## src/rtl/debounce_pulse.sv

```systemverilog
`default_nettype none
// ============================================================================
//  Module      : debounce_pulse
//  Description : Debounces a level that has already been synchronized to clk.
//                A new level is accepted once it has been seen on DB_CNT+1
//                consecutive rising edges. Every accepted transition gives a
//                one-cycle rise or fall strobe on the same edge that
//                level_out changes.
//  Revision    : 1.0 - initial release
// ----------------------------------------------------------------------------
//  Parameters
//    RST_VAL : debounced level held during reset (same as the synchronizer's
//              reset value)
//    CNT_W   : stability counter width
//    DB_CNT  : consecutive stable cycles required, 1 .. 2^CNT_W-1
//  Ports
//    clk        in   single clock, rising edge
//    rst        in   synchronous active-high reset
//    sync_in    in   synchronized raw level (not re-synchronized here)
//    level_out  out  debounced level, registered
//    rise_pulse out  one-cycle strobe on each debounced 0->1, registered
//    fall_pulse out  one-cycle strobe on each debounced 1->0, registered
// ============================================================================
module debounce_pulse #(
    parameter logic RST_VAL = 1'b0,
    parameter int   CNT_W   = 16,
    parameter int   DB_CNT  = 16'd50000
) (
    input  logic clk,
    input  logic rst,
    input  logic sync_in,
    output logic level_out,
    output logic rise_pulse,
    output logic fall_pulse
);

    // The counter is only ever compared with this terminal value. DB_CNT is
    // at most 2^CNT_W-1, so the counter tops out at 2^CNT_W-2 and never wraps.
    localparam logic [CNT_W-1:0] C_CNT_MAX = CNT_W'(DB_CNT - 1);

    typedef enum logic [1:0] {
        S_LOW    = 2'd0,
        S_CHK_HI = 2'd1,
        S_HIGH   = 2'd2,
        S_CHK_LO = 2'd3
    } state_t;

    state_t           state_q;
    logic [CNT_W-1:0] cnt_q;
    logic             level_q;
    logic             rise_q;
    logic             fall_q;

    always_ff @(posedge clk) begin
        if (rst) begin
            // Any partial count is discarded; reset never produces a strobe.
            state_q <= RST_VAL ? S_HIGH : S_LOW;
            cnt_q   <= '0;
            level_q <= RST_VAL;
            rise_q  <= 1'b0;
            fall_q  <= 1'b0;
        end else begin
            // Strobes live for exactly one cycle.
            rise_q <= 1'b0;
            fall_q <= 1'b0;

            case (state_q)
                S_LOW: begin
                    if (sync_in) begin
                        state_q <= S_CHK_HI;
                        cnt_q   <= '0;
                    end
                end

                S_CHK_HI: begin
                    if (!sync_in) begin
                        // Old level seen again: abort, level unchanged.
                        state_q <= S_LOW;
                        cnt_q   <= '0;
                    end else if (cnt_q == C_CNT_MAX) begin
                        state_q <= S_HIGH;
                        cnt_q   <= '0;
                        level_q <= 1'b1;
                        rise_q  <= 1'b1;
                    end else begin
                        cnt_q <= cnt_q + 1'b1;
                    end
                end

                S_HIGH: begin
                    if (!sync_in) begin
                        state_q <= S_CHK_LO;
                        cnt_q   <= '0;
                    end
                end

                S_CHK_LO: begin
                    if (sync_in) begin
                        state_q <= S_HIGH;
                        cnt_q   <= '0;
                    end else if (cnt_q == C_CNT_MAX) begin
                        state_q <= S_LOW;
                        cnt_q   <= '0;
                        level_q <= 1'b0;
                        fall_q  <= 1'b1;
                    end else begin
                        cnt_q <= cnt_q + 1'b1;
                    end
                end

                default: begin
                    state_q <= S_LOW;
                    cnt_q   <= '0;
                end
            endcase
        end
    end

    assign level_out  = level_q;
    assign rise_pulse = rise_q;
    assign fall_pulse = fall_q;

endmodule
`default_nettype wire
```

## config.mk

```make
export PLATFORM = sky130hd
export DESIGN_NAME = debounce_pulse
export DESIGN_NICKNAME = d
export VERILOG_FILES = /design/src/rtl/debounce_pulse.sv
export SDC_FILE = /design/constraint.sdc
export NUM_CORES = 1
export LEC_CHECK = 0
export BUFFER_PORTS_ARGS = -buffer_cell sky130_fd_sc_hd__buf_2
export CORE_MARGIN = 3
export CORE_UTILIZATION = 60
export DETAILED_ROUTE_END_ITERATION = 10
export PLACE_DENSITY = 0.85
export SKIP_CTS_REPAIR_TIMING = 1
export SKIP_LAST_GASP = 1
export SLEW_MARGIN = 20
export SYNTH_ARGS = -nofsm -noshare
export SYNTH_HDL_FRONTEND = slang
export SYNTH_SLANG_ARGS = --single-unit
```

## constraint.sdc

```tcl
create_clock -name clk -period 4.3 [get_ports clk]
set_input_delay 0.43 -clock clk [delete_from_list [all_inputs] [get_ports clk]]
set_output_delay 0.43 -clock clk [all_outputs]
set_load 0.02 [all_outputs]
```

==> impl_metrics.toml, run 1 <==
[status]
status = "completed"

[layout]
finalNetCount = 143
diodes = 0
final-seq-area_um2 = 420
nFillCells = 141
multi_input_area_um2 = 682
finalInstanceArea_um2 = 1210
area_growth_pct = 4.42
layout-drive-gt1-share = 0.0870

[setup_path]
start_kind = "flip-flop"
cp_max_fo = 27
cp.required_ns = 4.55
crit_buf_inv = 0
slowest_stage = "or4_1"
critical_path_class = "reg -> reg"
cpLargestDelayFamily = "simple AND/OR/NAND/NOR gates"
worstPathArrival_ns = 2.47
worstPathCellList = "ha_1, and3_1, nand4_4, or4_1, a31oi_1"
end_kind = "flip-flop"
critPathMaxStageDelay_ns = 0.51

[route]
wl_met2_um = 1120
wirelength_um = 2330
routedWlPerCell_um = 14.3
met3RoutedLength_um = 111
drt_pre_antenna_iters = 4
vias_per_cell = 6.61
num_vias = 1078
drt_iter0_drc = 29
drc = 0
drt-met1-wl_um = 1040
highest_layer = "met4"
ant_nets = 0

[grt]
grt-ovfl-total = 0
grt_pass1_wl_um = 4150
grt_start_max_net_pins = 28
grt_antenna_before_repair = 0
grt_usage = 0.214
grt_pass1_vias = 983

[sta]
fin_crit_ns = 2.22
final_min_period_over_clock_period = 0.517
drv_slew = 0
finalClockSkew_ns = 0.00830
setup_viol = 0
setup-tns-final_ns = 0
final_hold_viol_count = 0
fmax_ghz = 0.450
maxSlewHeadroom = 0.332
worstMarginPinSlew_ns = 0.994
rsz0062_at_grt = "false"

[yosys]
synth_top_area_share = 0.362
synth_cell_type_count = 35
synth_fp_nets = 141
netlist_top_cells_count = "21 x dfxtp_1, 16 x a31oi_1, 9 x nand2_1"
async_reset_ff_frac = 0
post_synth.cell_area_avg_um2 = 8.47
netlist_area_um2 = 1160
synth_top_area_cell = "dfxtp_1"
synth-main-ff-cell = "dfxtp_1"
synth_enable_flop_cells = 0
ys_seq_area_frac = 0.362
yosys-top-cells-area = "dfxtp_1 36%, a31oi_1 8.6%, nand4_1 4.3%"
yosys_register_bits = 21
yosys_warnings = 0
postSynthCellCount = 137
synth_most_common_cell = "dfxtp_1"

[cts]
clkLatencyLatePin_ns = 0.31
cts_root_buffer = "clkbuf_4"
cts_buffers = 3
cts_tree = "built"
path_clk_slew_ns = 0.12
htreeDepth = 1
clock-sinks = 21
clock_path_buffers = 2

[worst_hold_path]
worstHoldPathType = "in -> reg"

[pwr]
intPower_mw = 0.248
peakVddDrop_v = 0.000201
sequentialPowerShare = 0.601
p_sw_mw = 0.0906
leakage_nw = 0.381
comb_power_share = 0.115
cellPowerDensity_nw_per_um2 = 279
switching_share = 0.268
power.total_mw = 0.338
clkPwrFrac = 0.284

[die]
initial_utilization = 0.651
core_um2 = 1780
rows = 15
io_pins = 6
die_w_um = 50.0
chipHeight_um = 50.0
dieArea_um2 = 2500

[place]
io_buffers = 5
dpl_cell_area_um2 = 1180
gp_congestion = 0.836
dpl.hpwl_um = 1630

[run]
cap_violations = 0
[area by class of cell]
cell class / instances / share of cell area
Tap cell: 25 / 0.0258
Multi-Input combinational cell: 101 / 0.563
Timing Repair Buffer: 5 / 0.0207
Clock buffer: 4 / 0.0217
Sequential cell: 21 / 0.347
Inverter: 7 / 0.0217
[metrics by stage]
| step | utilization | hold slack, ns | std cells | worst slack, ns |
|---|---|---|---|---|
| final | 0.679 | 0.361 | 163 | 2.08 |
| after global routing | 0.679 | 0.371 | 163 | 1.93 |
| after CTS | 0.676 | 0.357 | 163 | 2.12 |
| after detailed placement | 0.661 | 0.489 | 159 | 2.12 |
| after global placement | 0.661 | 0.484 | 159 | 2.22 |
| after floorplan | - | 0.455 | 137 | 2.64 |
[cell usage in the layout, fill, tap and decap left out, drive strengths merged]
cell type and n:
o21ai 4, or3 2, nand2 9, nor4b 1, buf 5, inv 7, a21oi 3, clkbuf 4
a32oi 1, o211ai 1, nor2 4, ha 1, xor2 2, nand3b 5, nand2b 3, dfxtp 21
nand4b 2, nand4 9, xnor2 1, and3 2, or2 2, a31oi 16, and2 1, o22ai 3
or4 3, nor3 5, mux2i 3, o2111ai 1, and4 2, nand3 8, and4bb 2, nor4 5
[routing by layer]
layer / global-route usage / up-vias
met5: 0 / -
li1: - / 535
met3: 0.0332 / 7
met4: 0.129 / 0
met1: 0.260 / 501
met2: 0.350 / 35
[power by group through the flow]
stage | sequential (mW) | combinational [mW] | clock, mW
after floorplan | 0.208 | 0.0282 | 0
after global placement | 0.207 | 0.0360 | 0
after detailed placement | 0.207 | 0.0375 | 0
after CTS | 0.203 | 0.0376 | 0.0995
after global routing | 0.204 | 0.0446 | 0.106
final | 0.203 | 0.0391 | 0.0960
[registers in the layout (all words and copies together) (netlist names), named ones only]
register and flops:
cnt_q 16, fall_pulse 1, level_out 1, rise_pulse 1
state_q 1
[final timing paths]
path                                start    endpoint  slack, ns  depth (start not counted)
worst max-delay path             cnt_q[0]   level_out       2.08                          5
worst min-delay path              sync_in  fall_pulse       0.36                          2
worst max register to register   cnt_q[0]   level_out       2.08                          5
worst min register to register  level_out   level_out       0.52                          2
[cells by family after synthesis]
family	synth area share
simple gates	0.369
compound gates	0.154
flops	0.362
buf+inv	0.0550
xor+xnor	0.0227
mux	0.0259
fa+ha+maj	0.0108
Note: power is estimated with default switching activity, not from simulation.
==> inputs of run 2 (changes only) <==
- ABC_AREA: not set -> 1
- CORE_UTILIZATION: 60 -> 59
- PLACE_DENSITY: 0.85 -> 0.84
- clock period: 4.3 -> 2.1 ns (I/O delays scaled with it)
==> run 2 against run 1 <==
First-iteration DRC count increased by 69%. Non-clock buffer count increased by 2. Synthesized area increased by 2.0%. Fmax increased by 30%. Sequential power increased by 110%. Sequential cell count unchanged.
==> impl_metrics.toml, run 2 <==
[yosys]
synth_enable_flop_cells = 0
netlist_top_cells_count = "59 x nand2_1, 21 x dfxtp_1, 21 x inv_1"
postSynthCellCount = 190
synth_top_area_cell = "dfxtp_1"
synth_top_area_share = 0.355
yosys-top-cells-area = "dfxtp_1 36%, nand2_1 19%, nand3_1 7.6%"
netlist_area_um2 = 1180
yosys_warnings = 0
synth-main-ff-cell = "dfxtp_1"
async_reset_ff_frac = 0
synth_fp_nets = 194
yosys_register_bits = 21
synth_cell_type_count = 21
synth_most_common_cell = "nand2_1"
post_synth.cell_area_avg_um2 = 6.23
ys_seq_area_frac = 0.355

[sta]
worstMarginPinSlew_ns = 0.540
final_min_period_over_clock_period = 0.811
drv_slew = 0
finalClockSkew_ns = 0.00698
rsz0062_at_grt = "false"
setup_viol = 0
fin_ws_ns = 0.396
fin_crit_ns = 1.70
final_hold_viol_count = 0
fmax_ghz = 0.587
setup-tns-final_ns = 0
holdWs_ns = 0.109
maxSlewHeadroom = 0.640

[route]
vias_per_cell = 5.45
wirelength_um = 2630
routedWlPerCell_um = 11.8
ant_nets = 0
drt_pre_antenna_iters = 4
drc = 0
drt_iter0_drc = 49
num_vias = 1209

[grt]
grt_pass1_wl_um = 4640
grt-ovfl-total = 0
grt_usage = 0.239
grt_antenna_before_repair = 0
grt_pass1_vias = 1113
grt_start_max_net_pins = 15

[status]
status = "completed"

[layout]
area_growth_pct = 5.92
layout-drive-gt1-share = 0.0761
diodes = 0
largest_reg_flops = 16
fin_util = 0.696
final_common_cell = "nand2_1"
regMostFlops = "cnt_q"
finalNetCount = 202
final_cell_mix = "59 x nand2_1, 21 x inv_1, 21 x dfxtp_1, 18 x nor2_1, 18 x nand3_1"

[cts]
cts_tree = "built"
cts_buffers = 3
cts_root_buffer = "clkbuf_4"
path_clk_slew_ns = 0.11
clock-sinks = 21
clock_path_buffers = 2
htreeDepth = 1
clkLatencyLatePin_ns = 0.30

[setup_path]
r2r-start = "cnt_q[0]"
cp_max_fo = 14
worstPathCellList = "ha_1, nand2_2, nor2_2, nand2_1, nor2_1, nor2_2, o21ai_0, a21oi_1"
critical_path_class = "reg -> reg"
critPathMaxStageDelay_ns = 0.42
worstSetupPathDepth = 8
reg2reg_slack_ns = 0.40
crit_buf_inv = 0
start_kind = "flip-flop"
end_kind = "flip-flop"
r2r_end = "cnt_q[9]"
worstPathArrival_ns = 1.95
reg2regPathDepth = 8
cpMostUsedCell = "nor2_2"
slowest_stage = "nor2_2"
cp.required_ns = 2.35
cpLargestDelayFamily = "simple AND/OR/NAND/NOR gates"

[pwr]
switching_share = 0.278
leakage_nw = 0.465
peakVddDrop_v = 0.000550
intPower_mw = 0.517
sequentialPowerShare = 0.585
clkPwrFrac = 0.270
power.total_mw = 0.715
comb_power_share = 0.145
cellPowerDensity_nw_per_um2 = 571
p_sw_mw = 0.199

[place]
io_buffers = 5
dp_slack_ns = 0.427
dpl.hpwl_um = 2030
gp_congestion = 1.03

[die]
io_pins = 6
initial_utilization = 0.657
dieArea_um2 = 2580
chipHeight_um = 50.8
rows = 15
core_um2 = 1800
die_w_um = 50.8

[worst_hold_path]
min_path_cells = 2
min_from = "sync_in"
hold_end = "fall_pulse"
worstHoldPathType = "in -> reg"

[run]
cap_violations = 0
run 2: cell types whose count changed in the layout (fill, tap and decap cells not counted), moves of 3 or more:
cell,previous run,this run
nand2_1,9,59
a31oi_1,16,0
inv_1,7,21
nor2_1,4,18
a21oi_1,3,16
nand3_1,8,18
nor4_1,5,0
o21ai_0,4,9
nand3b_1,5,1
mux2i_1,3,0
nand2b_1,3,0
nor2_2,0,3
nor3_1,4,7
or4_1,3,0
run 2: how the worst max path moves through the flow:
stage / start / to / slack [ns]
floorplan: cnt_q[1] / cnt_q[8] / 0.75
global placement: cnt_q[0] / cnt_q[9] / 0.53
detailed placement: cnt_q[0] / cnt_q[9] / 0.43
CTS: cnt_q[0] / cnt_q[9] / 0.42
global route: cnt_q[1] / cnt_q[9] / 0.24
finish: cnt_q[0] / cnt_q[9] / 0.40
run 2: kinds of logic after synthesis:
| logic type | share of synthesized area |
|---|---|
| compound gates | 0.111 |
| xor+xnor | 0.0148 |
| fa+ha+maj | 0.0106 |
| buf+inv | 0.0930 |
| flops | 0.355 |
| simple gates | 0.415 |
run 2: area by class of cell:
class,count,area (um^2)
clock buffers,4,26.3
fillers,159,548
inverters,22,82.6
multi-input cells,143,653
flip-flops and latches,21,420
well taps,25,31.3
repair buffers,7,40.0
run 2: routing by layer:
metal / up-vias / wire length (um) / part of all wire / global-route usage
li1: 632 / - / - / -
met1: 529 / 1160 / 0.44 / 0.302
met2: 44 / 1220 / 0.47 / 0.380
met3: 4 / 202 / 0.077 / 0.0712
met4: 0 / 38 / 0.014 / 0.0897
met5: - / 0 / 0 / 0
run 2: metrics by stage:
stage,instances,cell area [um^2]
detailed placement,218,1230
global placement,218,1230
CTS,222,1250
finish,222,1250
floorplan,190,1180
global route,222,1250
run 2: power by group through the flow:
stage          combinational [mW]  clock [mW]  sequential, mW
2_1_floorplan              0.0779           0           0.426
3_3_place_gp                0.101           0           0.427
3_5_place_dp                0.104           0           0.427
4_1_cts                     0.104       0.197           0.418
5_1_grt                     0.119       0.210           0.420
6_report                    0.104       0.193           0.419
run 2: worst register-to-register path: stages (launching register included):
cell	delay [ns]
dfxtp_1	0.34
ha_1	0.21
nand2_2	0.10
nor2_2	0.06
nand2_1	0.08
nor2_1	0.06
nor2_2	0.42
o21ai_0	0.21
a21oi_1	0.17
